[src/rtl/cml_rx_pkg.sv]
// Shared types and helpers for the CameraLink word-alignment controller.
package cml_rx_pkg;

  typedef enum logic [2:0] {
    StIdle   = 3'd0,
    StCheck  = 3'd1,
    StSlip   = 3'd2,
    StWait   = 3'd3,
    StLocked = 3'd4,
    StError  = 3'd5
  } align_state_e;

  localparam logic [6:0] CLK_PATTERN_DEF = 7'b1100011;

  // Bits needed to hold a counter that reaches max_val.
  function automatic int unsigned cnt_w(input int unsigned max_val);
    return (max_val < 2) ? 1 : $clog2(max_val + 1);
  endfunction

endpackage

[src/rtl/cml_align_fsm.sv]
// Single-channel alignment FSM: bitslips until the clock-lane word matches,
// then tracks lock and flags channels that exhaust their slip budget.
module cml_align_fsm
  import cml_rx_pkg::*;
#(
  parameter logic [6:0]  CLK_PATTERN = CLK_PATTERN_DEF,
  parameter int unsigned SLIP_WAIT   = 4,
  parameter int unsigned LOCK_COUNT  = 16,
  parameter int unsigned LOSS_COUNT  = 4,
  parameter int unsigned MAX_SLIPS   = 14
) (
  input  logic       pixel_clk,
  input  logic       reset,
  input  logic       i_enable,
  input  logic [6:0] i_clk_word,
  output logic       o_bitslip,
  output logic       o_locked,
  output logic       o_align_err,
  output logic [3:0] o_slip_cnt
);

  localparam int unsigned MatchW = cnt_w(LOCK_COUNT);
  localparam int unsigned WaitW  = cnt_w(SLIP_WAIT);
  localparam int unsigned MissW  = cnt_w(LOSS_COUNT);
  localparam int unsigned SlipW  = cnt_w(MAX_SLIPS);

  align_state_e      state_d, state_q;
  logic [MatchW-1:0] match_d, match_q;
  logic [WaitW-1:0]  wait_d, wait_q;
  logic [MissW-1:0]  miss_d, miss_q;
  logic [SlipW-1:0]  slip_d, slip_q;
  logic              bitslip_d, bitslip_q;
  logic              locked_d, locked_q;
  logic              err_d, err_q;
  logic              word_ok;

  always_comb begin
    state_d   = state_q;
    match_d   = match_q;
    wait_d    = wait_q;
    miss_d    = miss_q;
    slip_d    = slip_q;
    bitslip_d = 1'b0;
    locked_d  = locked_q;
    err_d     = err_q;
    word_ok   = (i_clk_word == CLK_PATTERN);
    if (!i_enable) begin
      state_d  = StIdle;
      match_d  = '0;
      wait_d   = '0;
      miss_d   = '0;
      slip_d   = '0;
      locked_d = 1'b0;
      err_d    = 1'b0;
    end else begin
      case (state_q)
        StIdle: begin
          state_d = StCheck;
          match_d = '0;
          slip_d  = '0;
        end
        StCheck: begin
          if (word_ok) begin
            if (match_q == MatchW'(LOCK_COUNT - 1)) begin
              state_d  = StLocked;
              locked_d = 1'b1;
              miss_d   = '0;
            end else begin
              match_d = match_q + 1'b1;
            end
          end else if (slip_q == SlipW'(MAX_SLIPS)) begin
            state_d = StError;
            err_d   = 1'b1;
          end else begin
            // Pulse is registered, so it is high exactly while in StSlip.
            state_d   = StSlip;
            bitslip_d = 1'b1;
            slip_d    = slip_q + 1'b1;
          end
        end
        StSlip: begin
          state_d = StWait;
          wait_d  = '0;
        end
        StWait: begin
          if (wait_q == WaitW'(SLIP_WAIT - 1)) begin
            state_d = StCheck;
            match_d = '0;
          end else begin
            wait_d = wait_q + 1'b1;
          end
        end
        StLocked: begin
          if (word_ok) begin
            miss_d = '0;
          end else if (miss_q == MissW'(LOSS_COUNT - 1)) begin
            state_d  = StCheck;
            locked_d = 1'b0;
            slip_d   = '0;
            match_d  = '0;
            miss_d   = '0;
          end else begin
            miss_d = miss_q + 1'b1;
          end
        end
        StError: err_d = 1'b1;
        default: state_d = StIdle;
      endcase
    end
  end

  always_ff @(posedge pixel_clk or posedge reset) begin
    if (reset) begin
      state_q   <= StIdle;
      match_q   <= '0;
      wait_q    <= '0;
      miss_q    <= '0;
      slip_q    <= '0;
      bitslip_q <= 1'b0;
      locked_q  <= 1'b0;
      err_q     <= 1'b0;
    end else begin
      state_q   <= state_d;
      match_q   <= match_d;
      wait_q    <= wait_d;
      miss_q    <= miss_d;
      slip_q    <= slip_d;
      bitslip_q <= bitslip_d;
      locked_q  <= locked_d;
      err_q     <= err_d;
    end
  end

  assign o_bitslip   = bitslip_q;
  assign o_locked    = locked_q;
  assign o_align_err = err_q;
  assign o_slip_cnt  = 4'(slip_q);

endmodule

[src/rtl/cml_rx_align_ctrl.sv]
// CameraLink word-alignment controller: one independent alignment FSM per
// channel plus a registered all-channels-locked flag.
module cml_rx_align_ctrl
  import cml_rx_pkg::*;
#(
  parameter int unsigned CAMERALINK_MODE = 2,
  parameter logic [6:0]  CLK_PATTERN     = CLK_PATTERN_DEF,
  parameter int unsigned SLIP_WAIT       = 4,
  parameter int unsigned LOCK_COUNT      = 16,
  parameter int unsigned LOSS_COUNT      = 4,
  parameter int unsigned MAX_SLIPS       = 14
) (
  input  logic                           pixel_clk,
  input  logic                           reset,
  input  logic                           i_enable,
  input  logic [CAMERALINK_MODE*7-1:0]   i_clk_word,
  output logic [CAMERALINK_MODE-1:0]     o_bitslip,
  output logic [CAMERALINK_MODE-1:0]     o_locked,
  output logic                           o_all_locked,
  output logic [CAMERALINK_MODE-1:0]     o_align_err,
  output logic [CAMERALINK_MODE*4-1:0]   o_slip_cnt
);

  for (genvar c = 0; c < CAMERALINK_MODE; c++) begin : g_ch
    cml_align_fsm #(
      .CLK_PATTERN (CLK_PATTERN),
      .SLIP_WAIT   (SLIP_WAIT),
      .LOCK_COUNT  (LOCK_COUNT),
      .LOSS_COUNT  (LOSS_COUNT),
      .MAX_SLIPS   (MAX_SLIPS)
    ) u_fsm (
      .pixel_clk   (pixel_clk),
      .reset       (reset),
      .i_enable    (i_enable),
      .i_clk_word  (i_clk_word[7*c +: 7]),
      .o_bitslip   (o_bitslip[c]),
      .o_locked    (o_locked[c]),
      .o_align_err (o_align_err[c]),
      .o_slip_cnt  (o_slip_cnt[4*c +: 4])
    );
  end

  logic all_locked_d, all_locked_q;

  // Gated by i_enable so the flag clears on the same edge as the per-channel locks.
  always_comb begin
    all_locked_d = i_enable & (&o_locked);
  end

  always_ff @(posedge pixel_clk or posedge reset) begin
    if (reset) begin
      all_locked_q <= 1'b0;
    end else begin
      all_locked_q <= all_locked_d;
    end
  end

  assign o_all_locked = all_locked_q;

endmodule

[config.mk]
export PLATFORM = sky130hd
export DESIGN_NAME = cml_rx_align_ctrl
export DESIGN_NICKNAME = d
export VERILOG_FILES = /design/src/rtl/cml_rx_pkg.sv /design/src/rtl/cml_align_fsm.sv /design/src/rtl/cml_rx_align_ctrl.sv
export SDC_FILE = /design/constraint.sdc
export NUM_CORES = 1
export LEC_CHECK = 0
export ABC_AREA = 1
export CAP_MARGIN = 10
export CORE_MARGIN = 2
export CORE_UTILIZATION = 45
export DETAILED_ROUTE_END_ITERATION = 10
export GPL_TIMING_DRIVEN = 0
export HOLD_SLACK_MARGIN = 0.02
export PLACE_DENSITY = 0.68
export SETUP_SLACK_MARGIN = 0.15
export SLEW_MARGIN = 30
export SYNTH_ARGS = -nofsm -noshare
export SYNTH_HDL_FRONTEND = slang
export SYNTH_SLANG_ARGS = --single-unit
[constraint.sdc]
create_clock -name pixel_clk -period 1.8 [get_ports pixel_clk]
set_input_delay 0.18 -clock pixel_clk [delete_from_list [all_inputs] [get_ports pixel_clk]]
set_output_delay 0.18 -clock pixel_clk [all_outputs]
set_load 0.02 [all_outputs]
==> results.json <==
{
  "cts_tree": "built",
  "critPathMaxStageDelay_ns": 0.40,
  "postSynthCellCount": 389,
  "place.gp.congestion": 0.842,
  "ant_nets": 0,
  "postLayoutCoreUtil_pct": 57.6,
  "dr.pass1.iters": 4,
  "synth_nets": 420,
  "power.switching_mw": 1.43,
  "grt_max_degree": 27,
  "ios": 32,
  "p_sw_share_pct": 40.4,
  "clockRootBuffer": "clkbuf_8",
  "cts_max_path_buffers": 2,
  "io_buffer_count": 30,
  "worst_path_max_delay_cell": "dfrtp_1",
  "cpLargestDelayFamily": "simple AND/OR/NAND/NOR gates",
  "crit_fanout": 4,
  "r2r_slack_ns": 0.22,
  "cp-end-kind": "flip-flop",
  "nFillCells": 548,
  "grt_setup_unrepaired": "false",
  "synth_top_family_by_area": "simple AND/OR/NAND/NOR gates",
  "clk_pin_slew_ns": 0.08,
  "r2r_end": "g_ch[1].u_fsm.o_locked$_DFFE_PP0P_",
  "irDropWorstVdd_uv": 628,
  "cts_buffers": 5,
  "slew_headroom_pct": 57.9,
  "via_per_inst": 4.86,
  "fin_area_mm2": 0.00343,
  "arrival_ns": 1.77,
  "p_int_mw": 2.10,
  "die_area_mm2": 0.00682,
  "core_area_mm2": 0.00596,
  "grt_pass1_wl_um": 9690,
  "pwr-share-seq_pct": 36.5,
  "drc": 0,
  "reg2reg_depth": 11,
  "worstHoldPathType": "input pin to asynchronous set/reset pin",
  "synth_xor_area_share_pct": 1.58,
  "yosysMostFrequentCell": "nand2_1",
  "nets": 464,
  "synth_ff_type": "dfrtp_1",
  "synth_compound_gate_area_share_pct": 4.32,
  "clk_latency_ns": 0.29,
  "synth_seq_cells": 43,
  "path_common_cell": "nand2_1",
  "async_flop_share_pct": 100,
  "synth-edff-count": 0,
  "grt.overflow.total": 0,
  "synthesis.area_mm2": 0.00278,
  "ys_types": 31,
  "fmax_mhz": 634,
  "yosysTopAreaCellShare_pct": 38.7,
  "yosys.area_share.adder_pct": 6.30,
  "path_cells": "ha_2 -> nand2_2 -> nor2_2 -> ha_2 -> inv_2 -> nand2_4 -> nand2_4 -> nor2_4 -> nand2_1 -> nand2_1 -> nand2_1",
  "htreeDepth": 2,
  "comb_power_share_pct": 44.4,
  "placed_area_mm2": 0.00320,
  "ys.warnings.count": 0,
  "avgSynthCellArea_um2": 7.15,
  "syn_to_final_growth_pct": 23.4,
  "slew_viol_final": 0,
  "clkPwrFrac_pct": 19.1,
  "drive_gt1_share_pct": 17.1,
  "synth.area.top_cells": "dfrtp_1, nand2_1, nand3_1",
  "cap_violations": 0,
  "ys_seq_area_share_pct": 38.7,
  "min_period_ns": 1.58,
  "timing.final.crit_share_pct": 87.6,
  "skew_ns": 0.00286,
  "setup_violations": 0,
  "wl_per_cell_um": 11.6,
  "grt_pass1_vias": 2171,
  "yosys.area.top_type": "dfrtp_1",
  "grt_use_total_pct": 18.3,
  "multiInputGateArea_mm2": 0.00154,
  "n_antenna_cell": 0,
  "cts_sinks": 43,
  "num_vias": 2474,
  "start_kind": "flip-flop",
  "cts_hold_buf": 0,
  "synthMuxAreaShare_pct": 0,
  "first_iter_violations": 165,
  "tightest_slew_ns": 0.631,
  "synth-simple-area-share_pct": 40.2,
  "synthTopCellsByCount": "nand2_1, nor2_1, dfrtp_1, nand3_1, inv_1",
  "outcome": "complete, no violations",
  "leakage_nw": 1.78,
  "post-dp-hpwl_um": 4420,
  "die_width_um": 82.6,
  "seq_area_mm2": 0.00108,
  "timing_worst_setup_path_type": "flip-flop to flip-flop",
  "finalHoldViolCount": 0,
  "die_y_um": 82.6,
  "routed_wl_um": 5930,
  "path_buf_inv": 1,
  "start_util_pct": 46.7,
  "power.density_mw_per_mm2": 1030,
  "antenna_found_initial": 0,
  "crit_required_ns": 1.99,
  "rows": 28,
  "r2r-start": "g_ch[1].u_fsm.match_q[0]$_DFFE_PP0P_"
}
-- what timing repair did --
| action | CTS | global route |
|---|---|---|
| setup endpoints to repair | 5 | 25 |
| pin swaps | 0 | 14 |
| resized for setup | 2 | 26 |
| buffers inserted | 0 | 6 |
-- through the flow --
step                instances  power, mW  setup slack [ns]  hold WS, ns  TNS (ns)
finish                    509       3.52             0.223        0.281         0
global route              509       3.81             0.142        0.332         0
CTS                       503       3.45             0.108        0.301         0
detailed placement        495       2.76           -0.0374        0.464    -0.142
global placement          494       2.72            -0.367        0.458    -15.76
floorplan                 389       2.32             0.217        0.436         0
-- cell families after synthesis --
group | after synthesis
adder cells (fa/ha/maj) | 14
AO/OA/AOI/OAI | 20
XOR/XNOR | 5
buffers and inverters | 58
flip-flops | 43
AND/OR/NAND/NOR | 249
-- metal layers --
| metal | GRT usage [%] | routed length (um) | share of wire [%] |
|---|---|---|---|
| met2 | 27.9 | 2680 | 45 |
| met1 | 26.5 | 2980 | 50 |
| met3 | 2.28 | 194 | 3.3 |
| met5 | 0 | 0 | 0 |
| met4 | 6.39 | 68 | 1.1 |
-- power groups by stage --
| stage | clock network, mW | logic [mW] | registers, mW |
|---|---|---|---|
| 2_1_floorplan | 0 | 1.02 | 1.31 |
| 3_3_place_gp | 0 | 1.42 | 1.30 |
| 3_5_place_dp | 0 | 1.45 | 1.31 |
| 4_1_cts | 0.698 | 1.46 | 1.29 |
| 5_1_grt | 0.731 | 1.77 | 1.31 |
| 6_report | 0.673 | 1.56 | 1.29 |
-- final cells by class --
| cell class | count | area share (%) |
|---|---|---|
| multi-input combinational | 288 | 44.9 |
| buffer | 9 | 1.82 |
| timing repair buffer | 37 | 10.9 |
| inverter | 49 | 5.36 |
| clock buffer | 8 | 2.92 |
| sequential | 43 | 31.4 |
| tap | 75 | 2.74 |
-- layout by cell type, fill, tap and decap left out, drive strengths merged --
cell type and count:
a21boi 2, o21ai 10, dfrtp 43, nor4 3, inv 49, nand4 3, nor3 1, clkdlybuf4s50 30
a32o 1, nand3b 2, a21oi 4, clkbuf 8, o22ai 1, nand3 45, or2 1, nand2 132
o21bai 1, ha 14, o31ai 1, nor2 62, buf 16, xor2 5
-- how the worst max path moves through the flow --
stage / startpoint / to / depth (start not counted)
after floorplan: g_ch[1].u_fsm.match_q[0]$_DFFE_PP0P_ / g_ch[1].u_fsm.match_q[0]$_DFFE_PP0P_ / 8
after global placement: reset / g_ch[0].u_fsm.match_q[4]$_DFFE_PP0P_ / 2
final: g_ch[1].u_fsm.match_q[0]$_DFFE_PP0P_ / g_ch[1].u_fsm.o_locked$_DFFE_PP0P_ / 11
after global routing: g_ch[0].u_fsm.match_q[0]$_DFFE_PP0P_ / g_ch[0].u_fsm.o_locked$_DFFE_PP0P_ / 11
after detailed placement: i_clk_word[8] / g_ch[1].u_fsm.match_q[1]$_DFFE_PP0P_ / 8
after CTS: g_ch[1].u_fsm.match_q[0]$_DFFE_PP0P_ / g_ch[1].u_fsm.o_locked$_DFFE_PP0P_ / 11
-- registers in the layout, summed over array words and instances (netlist names) --
| name | cells |
|---|---|
| g_ch.u_fsm.match_q | 10 |
| g_ch.u_fsm.o_slip_cnt | 8 |
| g_ch.u_fsm.miss_q | 6 |
| g_ch.u_fsm.state_q | 6 |
| g_ch.u_fsm.wait_q | 6 |
| g_ch.u_fsm.o_align_err | 2 |
| g_ch.u_fsm.o_bitslip | 2 |
| g_ch.u_fsm.o_locked | 2 |
| o_all_locked | 1 |
(Power assumes the default switching activity.)
